**config.mk**
```make
export PLATFORM = sky130hd
export DESIGN_NAME = regfile_wr_arbiter_flat
export DESIGN_NICKNAME = d
export VERILOG_FILES = /design/src/rtl/regfile_wr_arbiter_if.sv /design/src/rtl/regfile_wr_arbiter.sv /design/src/flat_wrapper.sv
export SDC_FILE = /design/constraint.sdc
export NUM_CORES = 1
export LEC_CHECK = 0
export CAP_MARGIN = 30
export CORE_MARGIN = 2
export CORE_UTILIZATION = 38
export CTS_BUF_LIST = sky130_fd_sc_hd__clkbuf_16
export CTS_CLUSTER_DIAMETER = 120
export DETAILED_ROUTE_END_ITERATION = 12
export PLACE_DENSITY = 0.87
export SLEW_MARGIN = 20
export SYNTH_ARGS = -nofsm -noshare
export SYNTH_HDL_FRONTEND = slang
export SYNTH_SLANG_ARGS = --single-unit
```
**constraint.sdc**
```tcl
create_clock -name i_clk -period 7.4 [get_ports i_clk]
set_input_delay 1.48 -clock i_clk [delete_from_list [all_inputs] [get_ports i_clk]]
set_output_delay 1.48 -clock i_clk [all_outputs]
set_load 0.05 [all_outputs]
```
**src/rtl/regfile_wr_arbiter_if.sv**
```systemverilog
// Write-request bundle between requesters and the register-file write arbiter.
// Stats ports exist only when REGFILE_ARB_STATS_EN is defined.
interface regfile_wr_arbiter_if #(
    parameter int N_REQ  = 4,
    parameter int ADDR_W = 5,
    parameter int DATA_W = 32
);
    localparam int IDW = (N_REQ > 1) ? $clog2(N_REQ) : 1;

    logic [N_REQ-1:0]        i_req_valid;
    logic [N_REQ*ADDR_W-1:0] i_req_addr;
    logic [N_REQ*DATA_W-1:0] i_req_data;
    logic                    i_stall;
    logic [N_REQ-1:0]        o_req_ready;
    logic                    o_we;
    logic [ADDR_W-1:0]       o_waddr;
    logic [DATA_W-1:0]       o_wdata;
    logic [IDW-1:0]          o_grant_id;
`ifdef REGFILE_ARB_STATS_EN
    logic [N_REQ*16-1:0]     o_stat_grants;
    logic [15:0]             o_stat_drops;
`endif

    modport slave (
        input  i_req_valid, i_req_addr, i_req_data, i_stall,
        output o_req_ready, o_we, o_waddr, o_wdata, o_grant_id
`ifdef REGFILE_ARB_STATS_EN
        , output o_stat_grants, o_stat_drops
`endif
    );

    modport master (
        output i_req_valid, i_req_addr, i_req_data, i_stall,
        input  o_req_ready, o_we, o_waddr, o_wdata, o_grant_id
`ifdef REGFILE_ARB_STATS_EN
        , input o_stat_grants, o_stat_drops
`endif
    );
endinterface

```
**src/rtl/regfile_wr_arbiter.sv**
```systemverilog
// Round-robin arbiter for the single register-file write port; r0 writes dropped.
// Optional grant/drop counters enabled by REGFILE_ARB_STATS_EN.
module regfile_wr_arbiter #(
    parameter int N_REQ  = 4,
    parameter int ADDR_W = 5,
    parameter int DATA_W = 32
) (
    input  logic                 i_clk,
    input  logic                 i_rst,
    regfile_wr_arbiter_if.slave  bus
);
    localparam int IDW = (N_REQ > 1) ? $clog2(N_REQ) : 1;

    logic [IDW-1:0]    ptr;
    logic [IDW-1:0]    ptr_nxt;
    logic [IDW-1:0]    gnt_id;
    logic              gnt;
    logic [ADDR_W-1:0] gnt_addr;
    logic [DATA_W-1:0] gnt_data;

    function automatic logic [IDW-1:0] rr_idx(
        input logic [IDW-1:0] base,
        input int             off
    );
        int s;
        s = int'(base) + off;
        if (s >= N_REQ) s = s - N_REQ;
        return IDW'(s);
    endfunction

    // First valid requester starting at ptr, wrapping around.
    always_comb begin
        gnt    = 1'b0;
        gnt_id = '0;
        for (int i = 0; i < N_REQ; i++) begin
            if (!gnt && bus.i_req_valid[rr_idx(ptr, i)]) begin
                gnt    = 1'b1;
                gnt_id = rr_idx(ptr, i);
            end
        end
        if (bus.i_stall || i_rst) gnt = 1'b0;
    end

    always_comb begin
        gnt_addr = '0;
        gnt_data = '0;
        for (int k = 0; k < N_REQ; k++) begin
            if (gnt_id == IDW'(k)) begin
                gnt_addr = bus.i_req_addr[k*ADDR_W +: ADDR_W];
                gnt_data = bus.i_req_data[k*DATA_W +: DATA_W];
            end
        end
    end

    assign ptr_nxt = (gnt_id == IDW'(N_REQ - 1)) ? '0 : gnt_id + 1'b1;

    assign bus.o_req_ready = gnt ? (N_REQ'(1) << gnt_id) : '0;

    always_ff @(posedge i_clk or posedge i_rst) begin
        if (i_rst) begin
            ptr            <= '0;
            bus.o_we       <= 1'b0;
            bus.o_waddr    <= '0;
            bus.o_wdata    <= '0;
            bus.o_grant_id <= '0;
        end else begin
            bus.o_we <= gnt && (gnt_addr != '0);
            if (gnt) begin
                ptr            <= ptr_nxt;
                bus.o_waddr    <= gnt_addr;
                bus.o_wdata    <= gnt_data;
                bus.o_grant_id <= gnt_id;
            end
        end
    end

`ifdef REGFILE_ARB_STATS_EN
    logic [15:0] stat_grants [N_REQ];
    logic [15:0] stat_drops;

    always_ff @(posedge i_clk or posedge i_rst) begin
        if (i_rst) begin
            for (int k = 0; k < N_REQ; k++) stat_grants[k] <= '0;
            stat_drops <= '0;
        end else begin
            for (int k = 0; k < N_REQ; k++) begin
                if (gnt && gnt_id == IDW'(k) &&
                    stat_grants[k] != 16'hFFFF)
                    stat_grants[k] <= stat_grants[k] + 16'd1;
            end
            if (gnt && gnt_addr == '0 && stat_drops != 16'hFFFF)
                stat_drops <= stat_drops + 16'd1;
        end
    end

    for (genvar k = 0; k < N_REQ; k++) begin : g_stat
        assign bus.o_stat_grants[k*16 +: 16] = stat_grants[k];
    end
    assign bus.o_stat_drops = stat_drops;
`endif
endmodule

```
**src/flat_wrapper.sv**
```systemverilog
// flat-port wrapper written by rule: the top's interface ports become plain ports
module regfile_wr_arbiter_flat 
#(
    parameter int N_REQ  = 4,
    parameter int ADDR_W = 5,
    parameter int DATA_W = 32
)
  (i_clk, i_rst, bus_i_req_valid, bus_i_req_addr, bus_i_req_data, bus_i_stall, bus_o_req_ready, bus_o_we, bus_o_waddr, bus_o_wdata, bus_o_grant_id);
  regfile_wr_arbiter_if #(.N_REQ(N_REQ), .ADDR_W(ADDR_W), .DATA_W(DATA_W)) bus_i ();
  input  logic i_clk;
  input  logic i_rst;
  input wire logic [$bits(bus_i.i_req_valid)-1:0] bus_i_req_valid;
  input wire logic [$bits(bus_i.i_req_addr)-1:0] bus_i_req_addr;
  input wire logic [$bits(bus_i.i_req_data)-1:0] bus_i_req_data;
  input wire logic [$bits(bus_i.i_stall)-1:0] bus_i_stall;
  output wire logic [$bits(bus_i.o_req_ready)-1:0] bus_o_req_ready;
  output wire logic [$bits(bus_i.o_we)-1:0] bus_o_we;
  output wire logic [$bits(bus_i.o_waddr)-1:0] bus_o_waddr;
  output wire logic [$bits(bus_i.o_wdata)-1:0] bus_o_wdata;
  output wire logic [$bits(bus_i.o_grant_id)-1:0] bus_o_grant_id;
  assign bus_i.i_req_valid = bus_i_req_valid;
  assign bus_i.i_req_addr = bus_i_req_addr;
  assign bus_i.i_req_data = bus_i_req_data;
  assign bus_i.i_stall = bus_i_stall;
  assign bus_o_req_ready = bus_i.o_req_ready;
  assign bus_o_we = bus_i.o_we;
  assign bus_o_waddr = bus_i.o_waddr;
  assign bus_o_wdata = bus_i.o_wdata;
  assign bus_o_grant_id = bus_i.o_grant_id;
  regfile_wr_arbiter #(.N_REQ(N_REQ), .ADDR_W(ADDR_W), .DATA_W(DATA_W)) u_core (.i_clk(i_clk), .i_rst(i_rst), .bus(bus_i));
endmodule
```
==> flow_summary.rst <==
.. list-table::
   :header-rows: 1

   * - Metric
     - Value
   * - Via count of the first global-routing pass
     - 3143
   * - Number of primary I/O pins
     - 199
   * - Distinct cells, synth
     - 35
   * - Library cell used as clock root buffer
     - sky130_fd_sc_hd__clkbuf_16
   * - Total vias in the final route
     - 3306
   * - Areal power density over the cells
     - 331 mW/mm^2
   * - Portion of the clock cycle consumed by the worst path in the final layout
     - 74.6%
   * - Placed instance count
     - 599
   * - Number of antenna violations at the first check in global routing
     - 0
   * - Crit-path max FO
     - 5
   * - CTS H-Tree Depth
     - 2
   * - Worst path setup slack after routing
     - 1880 ps
   * - DIE AREA
     - 0.00804 sq mm
   * - RSZ-0062 raised after global routing
     - no
   * - Max-slew violations
     - 0
   * - Post-CTS clock slew at the launch and capture registers of the worst setup and hold paths
     - 60 ps
   * - DRC Markers
     - 0
   * - Number of routed nets with antenna violations
     - 0
   * - Chip Height
     - 89.7 um
   * - Post-cts repair resize count
     - 0
   * - Status
     - finished clean
   * - Initial DRC Count
     - 134
   * - Max Clock Skew
     - 2.24 ps
   * - WS Path Type
     - in -> out
   * - Minimum hold slack
     - 489 ps
   * - Element type at the critical path start
     - input pin
   * - Dominant cells by area after synthesis
     - sky130_fd_sc_hd__dfrtp_1 (38%), sky130_fd_sc_hd__a21oi_1 (12%), sky130_fd_sc_hd__a221o_1 (11%)
   * - Sum of negative setup slack
     - 0 ps
   * - Yosys top cell area share
     - 37.7%
   * - Gate count of the mapped netlist
     - 329
   * - Starting Density
     - 38.9%
   * - Element type at the critical path end
     - primary output
   * - Final hold violations
     - 0
   * - Total inserted antenna cells
     - 0
   * - Tmin final
     - 5520 ps
   * - Hold Crit Class
     - reg -> reg
   * - Total congestion overflow after global routing
     - 0
   * - Hold Buf Count CTS
     - 0
   * - Required time worst endpoint
     - 5920 ps
   * - Maximum number of pins on one net before global-route repair
     - 69
   * - Total CTS buffers
     - 5
   * - Max-slew headroom
     - 38.3%
   * - Transition time at the pin with the least slew margin
     - 924 ps
   * - Synthesized area per cell
     - 8.48 sq um
   * - Net count of the mapped netlist
     - 488
   * - VDD IR-drop max
     - 0.139 mV
   * - HPWL Detailed
     - 7.38 mm
   * - Area of the mapped netlist
     - 0.00279 sq mm
   * - Area growth from synthesis to final layout
     - 78.4%
   * - Worst skew pair latency
     - 270 ps
   * - Synthesis-stage register bit count
     - 42
   * - Number of standard cells in the layout, taps in and fillers out
     - 608
   * - Number of buffers on the longest clock path
     - 2
   * - Horizontal die dimension
     - 89.7 um
   * - Area of the placeable core
     - 0.00718 sq mm
   * - Net count, final
     - 667
   * - Count of yosys warnings during synthesis
     - 0
   * - Max-cap violations
     - 0
   * - Number of clock sinks
     - 42
   * - Setup repair bufs after CTS
     - 0
   * - Total power
     - 1.65 mW
   * - Total routing resource utilization after global routing
     - 23.4%
   * - Weighted congestion reported at the end of routability-driven placement
     - 0.808
   * - CP arrival
     - 4040 ps
   * - Routed via count divided by cell count
     - 5.44
   * - Highest clock rate
     - 181 MHz
   * - Dominant cell type by area after synthesis
     - sky130_fd_sc_hd__dfrtp_1
   * - CTS tree
     - yes
   * - Static power due to leakage
     - 1.96 nW
   * - Post-detailed-route wirelength per cell
     - 16.5 um
   * - Fraction of layout cells with a size suffix above 1
     - 5.89%
   * - Number of detailed-routing iterations run before antenna repair
     - 4
   * - Setup violations, final
     - 0
   * - First-pass GRT wire length
     - 14.6 mm
   * - Pre-CTS setup slack
     - 1920 ps
   * - Std cell rows
     - 31
   * - Port bufs
     - 198
   * - Routed wire length
     - 10.1 mm
   * - Sequential cell area fraction in the yosys report
     - 37.7%
synth_stat cells:
master                     count
sky130_fd_sc_hd__buf_6         1
sky130_fd_sc_hd__o41a_1        1
sky130_fd_sc_hd__and2_1        3
sky130_fd_sc_hd__or3_1         1
sky130_fd_sc_hd__a21oi_1      68
sky130_fd_sc_hd__o21a_1        1
sky130_fd_sc_hd__buf_4         4
sky130_fd_sc_hd__a221oi_1      1
sky130_fd_sc_hd__a221oi_2      4
sky130_fd_sc_hd__o21ai_0       1
sky130_fd_sc_hd__inv_1         4
sky130_fd_sc_hd__inv_2         1
sky130_fd_sc_hd__o31ai_2       2
sky130_fd_sc_hd__mux2i_1       1
sky130_fd_sc_hd__or2_4         1
sky130_fd_sc_hd__nor2b_1       2
sky130_fd_sc_hd__dfrtp_1      42
sky130_fd_sc_hd__nand3_1      31
sky130_fd_sc_hd__nor4_4        1
sky130_fd_sc_hd__clkbuf_1     17
sky130_fd_sc_hd__nand2b_1     35
sky130_fd_sc_hd__o31ai_1       1
sky130_fd_sc_hd__a221o_1      31
sky130_fd_sc_hd__o211ai_1      1
sky130_fd_sc_hd__nand2_1      10
sky130_fd_sc_hd__o22ai_1       6
sky130_fd_sc_hd__a21o_1        1
sky130_fd_sc_hd__ha_1          4
sky130_fd_sc_hd__nor2_1       37
sky130_fd_sc_hd__mux2_1        3
sky130_fd_sc_hd__buf_2         9
sky130_fd_sc_hd__nor4_2        1
sky130_fd_sc_hd__nor3_1        1
sky130_fd_sc_hd__o21ai_1       1
sky130_fd_sc_hd__or4_1         1
worst max-delay path: stages:
cell and delay [ps]:
sky130_fd_sc_hd__clkdlybuf4s50_1 510, sky130_fd_sc_hd__mux2i_1 170, sky130_fd_sc_hd__nor2_1 90, sky130_fd_sc_hd__or4_1 560
sky130_fd_sc_hd__inv_1 120, sky130_fd_sc_hd__ha_2 170, sky130_fd_sc_hd__and2_1 120, sky130_fd_sc_hd__clkdlybuf4s50_1 820
through the flow:
stage	area, sq um	utilization [%]
4_1_cts	4960	69.1
5_1_grt	4980	69.4
6_report	4980	69.4
3_3_place_gp	4790	66.8
2_1_floorplan	2790	-
3_5_place_dp	4790	66.8
sequential cells by signal, summed over array words and instances, names as in the netlist:
register               cells
u_core.bus.o_grant_id      2
u_core.bus.o_we            1
u_core.ptr                 2
u_core.bus.o_waddr         5
u_core.bus.o_wdata        32
final timing paths:
kind / start / endpoint / slack (ps) / depth (start not counted)
worst min-delay path: u_core.bus.o_waddr[4] / u_core.bus.o_waddr[4] / 490 / 1
max in group asynchronous: i_rst / u_core.bus.o_wdata[26] / 5450 / 3
min in group asynchronous: i_rst / u_core.bus.o_waddr[2] / 1520 / 2
worst min register to register: u_core.bus.o_waddr[4] / u_core.bus.o_waddr[4] / 490 / 1
worst max-delay path: bus_i_req_valid[0] / bus_o_req_ready[1] / 1880 / 8
worst max register to register: u_core.ptr[1] / u_core.bus.o_waddr[4] / 4050 / 10
layout by cell type (no fill, tap or decap), types with 2 or more instances in the layout:
master                            netlist  layout
sky130_fd_sc_hd__a21oi_1               68      68
sky130_fd_sc_hd__a221o_1               31      31
sky130_fd_sc_hd__a221oi_2               4       4
sky130_fd_sc_hd__and2_1                 3       3
sky130_fd_sc_hd__buf_4                  4       5
sky130_fd_sc_hd__clkbuf_16              0       5
sky130_fd_sc_hd__clkdlybuf4s50_1        0     197
sky130_fd_sc_hd__clkinv_2               0       2
sky130_fd_sc_hd__dfrtp_1               42      42
sky130_fd_sc_hd__ha_1                   4       2
sky130_fd_sc_hd__ha_2                   0       2
sky130_fd_sc_hd__inv_1                  4       3
sky130_fd_sc_hd__inv_2                  1       2
sky130_fd_sc_hd__mux2_1                 3       3
sky130_fd_sc_hd__nand2_1               10      10
sky130_fd_sc_hd__nand2b_1              35      35
sky130_fd_sc_hd__nand3_1               31      31
sky130_fd_sc_hd__nor2_1                37      37
sky130_fd_sc_hd__o22ai_1                6       6
sky130_fd_sc_hd__o31ai_2                2       2
metal layers:
metal	wire, um	vias to the layer above	GRT usage (%)
met2	5250	163	43.1
li1	-	1564	-
met5	0	-	0
met3	889	18	5.03
met1	3710	1561	26.7
met4	214	0	7.87
area by class of cell:
class	instances	area, sq um
Fill cell	563	2200
Timing Repair Buffer	203	2030
Multi-Input combinational cell	251	1590
Sequential cell	42	1050
Clock buffer	5	125
Tap cell	99	124
Clock inverter	3	40.0
Inverter	5	18.8
where the power goes:
| part | internal [mW] | switching, mW | total [mW] |
|---|---|---|---|
| sequential | 0.315 | 0.0500 | 0.365 |
| combinational | 0.404 | 0.637 | 1.04 |
| clock | 0.158 | 0.0845 | 0.242 |
kinds of logic (layout without fill, tap and decap cells):
kind of cell | after synthesis | count (layout) | share of synthesized area [%]
and+or+nand+nor | 124 | 124 | 23.0
DFF | 42 | 42 | 37.7
AOI/OAI and AO/OA | 119 | 119 | 29.9
buffers and inverters | 36 | 216 | 6.05
adders and majority gates | 4 | 4 | 1.79
muxes | 4 | 4 | 1.57
Power figures use the tool's default switching activity.
